File: config.mk
export PLATFORM = sky130hd
export DESIGN_NAME = cdc_in_arbiter
export DESIGN_NICKNAME = d
export VERILOG_FILES = /design/src/rtl/cdc_in_arbiter.sv
export SDC_FILE = /design/constraint.sdc
export NUM_CORES = 1
export LEC_CHECK = 0
export BUFFER_PORTS_ARGS = -buffer_cell sky130_fd_sc_hd__buf_2
export CAP_MARGIN = 25
export CORE_ASPECT_RATIO = 1.1
export CORE_MARGIN = 10
export CORE_UTILIZATION = 45
export CTS_CLUSTER_SIZE = 20
export DETAILED_ROUTE_END_ITERATION = 8
export GPL_TIMING_DRIVEN = 0
export HOLD_SLACK_MARGIN = 0.05
export PLACE_DENSITY = 0.79
export SETUP_SLACK_MARGIN = 0.2
export SYNTH_ARGS = -nofsm -noshare
export SYNTH_HDL_FRONTEND = slang
export SYNTH_SLANG_ARGS = --single-unit
File: constraint.sdc
create_clock -name clk_i -period 1.93 [get_ports clk_i]
set_input_delay 0.0965 -clock clk_i [delete_from_list [all_inputs] [get_ports clk_i]]
set_output_delay 0.0965 -clock clk_i [all_outputs]
set_load 0.03 [all_outputs]
File: src/rtl/cdc_in_arbiter.sv
// cdc_in_arbiter: round-robin arbiter sharing the usb_cdc IN byte stream among N requesters
module cdc_in_arbiter #(
    parameter int         N            = 4,
    parameter int         MAX_BURST    = 64,
    parameter bit         HEADER_EN    = 1'b1,
    parameter logic [7:0] HDR_BASE     = 8'hA0,
    parameter int         IDLE_TIMEOUT = 255
) (
    input  logic           clk_i,
    input  logic           rst_i,
    input  logic [8*N-1:0] req_data_i,
    input  logic [N-1:0]   req_valid_i,
    input  logic [N-1:0]   req_last_i,
    output logic [N-1:0]   req_ready_o,
    output logic [7:0]     in_data_o,
    output logic           in_valid_o,
    input  logic           in_ready_i,
    output logic [N-1:0]   grant_o,
    output logic           busy_o
);
    localparam int SW = $clog2(N);
    localparam int BW = $clog2(MAX_BURST + 1);
    localparam int IW = $clog2(IDLE_TIMEOUT + 2);
    typedef enum logic [1:0] {IDLE, HEADER, DATA} state_t;
    state_t        state;
    logic [SW-1:0] sel, last, pick, idx;
    logic          any_req, slot_free, accept, g_valid, g_last, cap_hit, idle_hit;
    logic [7:0]    g_data;
    logic [BW-1:0] burst_cnt;
    logic [IW-1:0] idle_cnt;
    assign slot_free   = !in_valid_o || in_ready_i;
    assign accept      = state == DATA && g_valid && slot_free;
    assign req_ready_o = (state == DATA && slot_free) ? grant_o : '0;
    assign busy_o      = state != IDLE;
    assign cap_hit     = int'(burst_cnt) + 1 == MAX_BURST;
    assign idle_hit    = IDLE_TIMEOUT != 0 && !g_valid && int'(idle_cnt) + 1 == IDLE_TIMEOUT;
    // Scan from the farthest offset down so the nearest requester after 'last' wins.
    always_comb begin
        pick    = last;
        idx     = '0;
        any_req = 1'b0;
        for (int i = N; i >= 1; i--) begin
            idx = SW'((int'(last) + i) % N);
            if (req_valid_i[idx]) begin
                pick    = idx;
                any_req = 1'b1;
            end
        end
    end
    always_comb begin
        g_data  = '0;
        g_valid = 1'b0;
        g_last  = 1'b0;
        for (int k = 0; k < N; k++) begin
            if (sel == SW'(k)) begin
                g_data  = req_data_i[8*k +: 8];
                g_valid = req_valid_i[k];
                g_last  = req_last_i[k];
            end
        end
    end
    always_ff @(posedge clk_i) begin
        if (rst_i) begin
            state      <= IDLE;
            sel        <= '0;
            last       <= SW'(N - 1);
            grant_o    <= '0;
            burst_cnt  <= '0;
            idle_cnt   <= '0;
            in_valid_o <= 1'b0;
            in_data_o  <= '0;
        end else begin
            if (state == HEADER && slot_free) begin
                in_data_o  <= HDR_BASE + 8'(sel);
                in_valid_o <= 1'b1;
            end else if (accept) begin
                in_data_o  <= g_data;
                in_valid_o <= 1'b1;
            end else if (in_ready_i) begin
                in_valid_o <= 1'b0;
            end
            case (state)
                IDLE: if (any_req) begin
                    sel       <= pick;
                    grant_o   <= N'(1) << pick;
                    state     <= HEADER_EN ? HEADER : DATA;
                    burst_cnt <= '0;
                    idle_cnt  <= '0;
                end
                HEADER: if (slot_free) state <= DATA;
                DATA: begin
                    if (accept) begin
                        burst_cnt <= burst_cnt + 1'b1;
                        idle_cnt  <= '0;
                    end else if (!g_valid && IDLE_TIMEOUT != 0) begin
                        idle_cnt <= idle_cnt + 1'b1;
                    end
                    if ((accept && (g_last || cap_hit)) || idle_hit) begin
                        state   <= IDLE;
                        last    <= sel;
                        grant_o <= '0;
                    end
                end
                default: state <= IDLE;
            endcase
        end
    end
endmodule

**Word-level counts from Yosys, hierarchy flattened**

Cells that the tools add are included.

- Shifts and indexed selects: 1
- Equal/unequal tests: 12
- Reductions and logical operators: 23
- Muxes and demuxes: 48
- Add/subtract/negate cells: 9
- Order comparisons: 4

Operators by type and width:

| operator | number |
|---|---|
| $mux 8 | 6 |
| $mux 9 | 3 |
| $mux 1 | 19 |
| $pmux 9 s2 | 1 |
| $mux 2 | 7 |
| $mux 7 | 2 |
| $pmux 7 s2 | 1 |
| $lt 2x3->1 const B | 4 |
| $mux 4 | 3 |
| $reduce_and 3->1 | 4 |
| $add 9x1->10 const B | 1 |
| $eq 10x8->1 const B | 1 |
| $add 9x1->9 const B | 1 |
| $add 7x1->8 const B | 1 |
| $add 8x2->8 const A | 1 |
| $bmux 1 s2 | 4 |
| $eq 8x7->1 const B | 1 |
| $pmux 4 s2 | 1 |
| $add 7x1->7 const B | 1 |
| $eq 2x2->1 const B | 3 |
| $logic_and 1x1->1 | 6 |
| $ne 2x2->1 const B | 3 |
| $pmux 2 s3 | 1 |
| $reduce_bool 2->1 | 3 |
| 11 further kinds | 19 |

- Input bits: 43
- Bits in registers: 35

**Depth between registers and ports, before layout**

- Depth after elaboration: 11
- Gate-level depth with buffers: 7
- Mapped depth without buffers: 7

**Worst setup path after synthesis**

Ideal clock, no wire load.

- Path type: reg2reg
- From: register idle_cnt[1]
- To: register last[0]
- Path slack: 114 ps
- Period minus slack after synthesis: 1816 ps
- Cell stages (with the launch flop): 8
- Buffers on the path: 0
- Setup time: 72 ps
- Arrival time: 1745 ps
- Cells stage by stage: dfxtp_1 > ha_1 > nand2_1 > nor3_1 > xnor2_1 > nand4_2 > a21oi_4 > mux2i_1

- Cells in the longest elaborated chain, start to end: 5

Ends and longest elaborated chain:

| item | RTL line | source |
|---|---|---|
| start, declared | 30 | `logic [IW-1:0] idle_cnt;` |
| start signal, assigned | 96 | `idle_cnt <= idle_cnt + 1'b1;` |
| $add 9x1->10 | 36 | `assign idle_hit = IDLE_TIMEOUT != 0 && !g_valid && int'(idle_cnt) + 1 == IDLE_TIMEOUT;` |
| $eq 10x8->1 | 36 |  |
| $logic_and 1x1->1 | 36 |  |
| $logic_or 1x1->1 | 98 | `if ((accept && (g_last \|\| cap_hit)) \|\| idle_hit) begin` |
| $reduce_and 2->1 (no source line) | n/a |  |
| end signal, assigned | 66 | `last <= SW'(N - 1);` |
| end signal, assigned | 100 | `last <= sel;` |
| end, declared | 26 | `logic [SW-1:0] sel, last, pick, idx;` |

Every way passes these cells.
A chain may end at the register's enable or synchronous reset.

**Final worst setup path**

- From: register sel[1]
- To: register idle_cnt[7]

- Cells in the longest elaborated chain, start to end: 9
- Elaborated cells on any way between the ends: 14

Ends and longest elaborated chain:

| item | RTL line | source |
|---|---|---|
| start, declared | 26 |  |
| start signal, assigned | 84 | `sel <= pick;` |
| $logic_not 2->1 | 55 | `if (sel == SW'(k)) begin` |
| $mux 1 (3 in series) | 55 |  |
| $mux 1 (*) | 55 |  |
| $logic_and 1x1->1 (2 in series) | 32 | `assign accept = state == DATA && g_valid && slot_free;` |
| $ne 3x3->1 (no source line) / $mux 9 (equally long branches) | n/a |  |
| $reduce_and 3->1 (no source line) / $pmux 9 s2 (equally long branches) | n/a |  |

Mark *: on every way between the ends. The rest lies on a longest branch, timed or not.

==> impl_metrics.tcl <==
set metrics [dict create \
    status "finished, final reports clean" \
    cp_max_fo 6 \
    hold_viol_final 0 \
    cp.required_ns 2.14 \
    slew_headroom_pct 58.4 \
    worst_pin_slew_ns 0.624 \
    dieHeight_um 91.3 \
    drc 0 \
    hp-start "in_ready_i" \
    timing.fmax_mhz 537 \
    maxCapViolCount 0 \
    clkSinkCount 35 \
    final_layout_size_suffix_gt1_share_pct 38.7 \
    num_io_pins 61 \
    fill_cells 366 \
    antenna_found_initial 0 \
    synth.area.mux_share_pct 14.1 \
    p_per_area_nw_per_um2 791 \
    yosysWarningCount 0 \
    finalMaxSlewViolations 0 \
    worstSkewPairLatency_ns 0.29 \
    wl_per_cell_um 15.5 \
    startpoint "sel[1]$_SDFFE_PP0P_" \
    synthArstFlopShare_pct 0 \
    crit_type "flop to flop" \
    dpl_cell_area_um2 2450 \
    vdd_drop_max_mv 0.581 \
    via_per_inst 5.66 \
    multiInputGateArea_um2 1370 \
    synth.avg_cell_area_um2 8.49 \
    synth_edf_count 0 \
    synthFlopType "dfxtp_1" \
    synth_nets 291 \
    dieArea_um2 7740 \
    arrival_ns 2.07 \
    gp_congestion 0.835 \
    fin_area_um2 2810 \
    synth_top_family_by_area "simple AND/OR/NAND/NOR gates" \
    tritoncts "yes" \
    clkPwrFrac_pct 35.8 \
    synth_xor_area_share_pct 1.26 \
    n_antenna_cell 0 \
    start_util_pct 47.5 \
    rows 25 \
    ys_seq_area_share_pct 33.7 \
    skew_ns 0.00655 \
    routed_wl_um 5900 \
    area_growth_pct 35.0 \
    reg2reg_from "sel[1]$_SDFFE_PP0P_" \
    track_usage_pct 14.2 \
    register_area_um2 714 \
    synth_compound_area_share_pct 16.8 \
    grt_pass1_wl_um 9330 \
    syn_inst 245 \
    hold_ws_ns 0.178 \
    synthAdderAreaFrac_pct 1.81 \
    final_cell_mix "buf_2 (59), nor2_1 (32), dfxtp_1 (30)" \
    finalNonFillerCells 380 \
    pre_cts_slack_ns -0.0497 \
    endpoint_kind "flop" \
    firstDrtPassIters 4 \
    fin_setup_tns_ns 0 \
    p_leak_nw 1.11 \
    hpwl_um 4230 \
    grt_pass1_vias 2105 \
    die_w_um 84.8 \
    path_clk_slew_ns 0.07 \
    root_buffer "clkbuf_8" \
    p_switching_mw 0.677 \
    intPower_mw 1.54 \
    grt_overflow 0 \
    syn_area_um2 2080 \
    grt_max_degree 13 \
    rsz0062_at_grt "true" \
    drtIter0Drc 111 \
    setup_ws_ns 0.0668 \
    placedCellCount 358 \
    io_buffers 59 \
    synth-simple-area-share_pct 27.4 \
    core_area_um2 4380 \
    htree_levels 2 \
    period_minus_slack_ns 1.86 \
    clock_path_buffers 2 \
    setup_viol 0 \
    ant_nets 0 \
    seq_power_share_pct 36.3 \
    startpoint_type "flop" \
    power.share.combinational_pct 27.9 \
    ys_types 45 \
    vias 2149 \
    hold_class "input port to flop" \
    final_nets 371 \
    fin_crit_sh_pct 96.5 \
    ys_ff_latch 35 \
    final_common_cell "buf_2" \
    cts_buffers 5 \
    swShare_pct 30.5 \
]
==> final timing paths <==
kind / cells after the start / end / slack (ns)
max: 6 / idle_cnt[7]$_SDFFE_PP0P_ / 0.07
min: 4 / state[0]$_SDFFE_PP0P_ / 0.18
max reg2reg: 6 / idle_cnt[7]$_SDFFE_PP0P_ / 0.07
min reg2reg: 2 / in_data_o[3]$_SDFFE_PP0P_ / 0.46
==> metrics by stage <==
stage	power [mW]	utilization (%)
3_5_place_dp	1.35	55.9
6_report	2.22	64.1
2_1_floorplan	1.19	-
4_1_cts	2.16	61.2
3_3_place_gp	1.34	55.9
5_1_grt	2.31	64.1
==> critical path: stages (launching register included) <==
cell and delay (ns):
dfxtp_4 0.36, mux4_2 0.60, buf_4 0.19, buf_4 0.13, nor2_4 0.13, a41oi_1 0.16, a211oi_2 0.21
==> area by class of cell <==
class	count	area share, %
multi-input cells	194	48.8
clock buffers	5	2.45
repair buffers	73	14.5
clock inverters	3	2.41
well taps	54	2.41
plain buffers	11	3.30
flip-flops and latches	35	25.5
inverters	5	0.669
==> Yosys cell counts, types with 2 or more instances <==
| master | number | share of area (%) |
|---|---|---|
| nor3_1 | 8 | 1.9 |
| mux4_2 | 8 | 8.7 |
| clkbuf_8 | 3 | 2.0 |
| a211oi_1 | 5 | 1.8 |
| nor2b_1 | 3 | 0.90 |
| a21oi_1 | 18 | 4.3 |
| nand3b_1 | 4 | 1.4 |
| nor4_1 | 2 | 0.60 |
| a311oi_1 | 4 | 1.7 |
| xor2_1 | 2 | 0.84 |
| inv_1 | 5 | 0.90 |
| o21ai_0 | 14 | 3.4 |
| nand3_1 | 10 | 2.4 |
| ha_1 | 3 | 1.8 |
| clkbuf_1 | 4 | 0.72 |
| nor2_1 | 34 | 6.1 |
| buf_4 | 2 | 0.72 |
| o22ai_1 | 4 | 1.2 |
| a31oi_1 | 5 | 1.5 |
| nand2b_1 | 8 | 2.4 |
| and3_1 | 6 | 1.8 |
| nand2_1 | 30 | 5.4 |
| mux2i_1 | 6 | 2.9 |
| mux4_1 | 2 | 2.5 |
| dfxtp_1 | 35 | 34 |
==> power by group through the flow <==
stage / registers [mW] / clock network [mW] / logic, mW
detailed placement: 0.821 / 0 / 0.531
finish: 0.807 / 0.794 / 0.620
CTS: 0.804 / 0.798 / 0.561
global placement: 0.820 / 0 / 0.524
floorplan: 0.873 / 0 / 0.320
global route: 0.813 / 0.830 / 0.671
==> registers in the layout, summed over array words and instances, names as in the netlist <==
register	cells
burst_cnt	7
grant_o	4
idle_cnt	9
in_data_o	8
in_valid_o	1
last	2
sel	2
state	2
==> cells by family after synthesis <==
group / Yosys count
AOI/OAI and AO/OA: 56
xor gates and xnor gates: 3
adders and majority gates: 3
buffers and inverters: 16
DFF: 35
muxes: 16
and+or+nand+nor: 116
==> what timing repair did <==
action                                 in CTS  in global routing
pin swaps                                   8                 12
setup endpoints to repair                  34                 34
hold buffers                                1                  0
buffers inserted                            4                  9
resized for setup                          18                 21
endpoints found under the hold margin       1                  0
==> per-layer routing <==
| layer | vias up | wire [µm] | part of all wire [%] | GRT usage (%) |
|---|---|---|---|---|
| met5 | - | 0 | 0 | 0 |
| met1 | 1004 | 2390 | 40 | 15.4 |
| met2 | 84 | 2860 | 48 | 23.9 |
| met3 | 6 | 597 | 10 | 6.88 |
| li1 | 1055 | - | - | - |
| met4 | 0 | 57 | 0.97 | 3.85 |
Power figures use the tool's default switching activity.
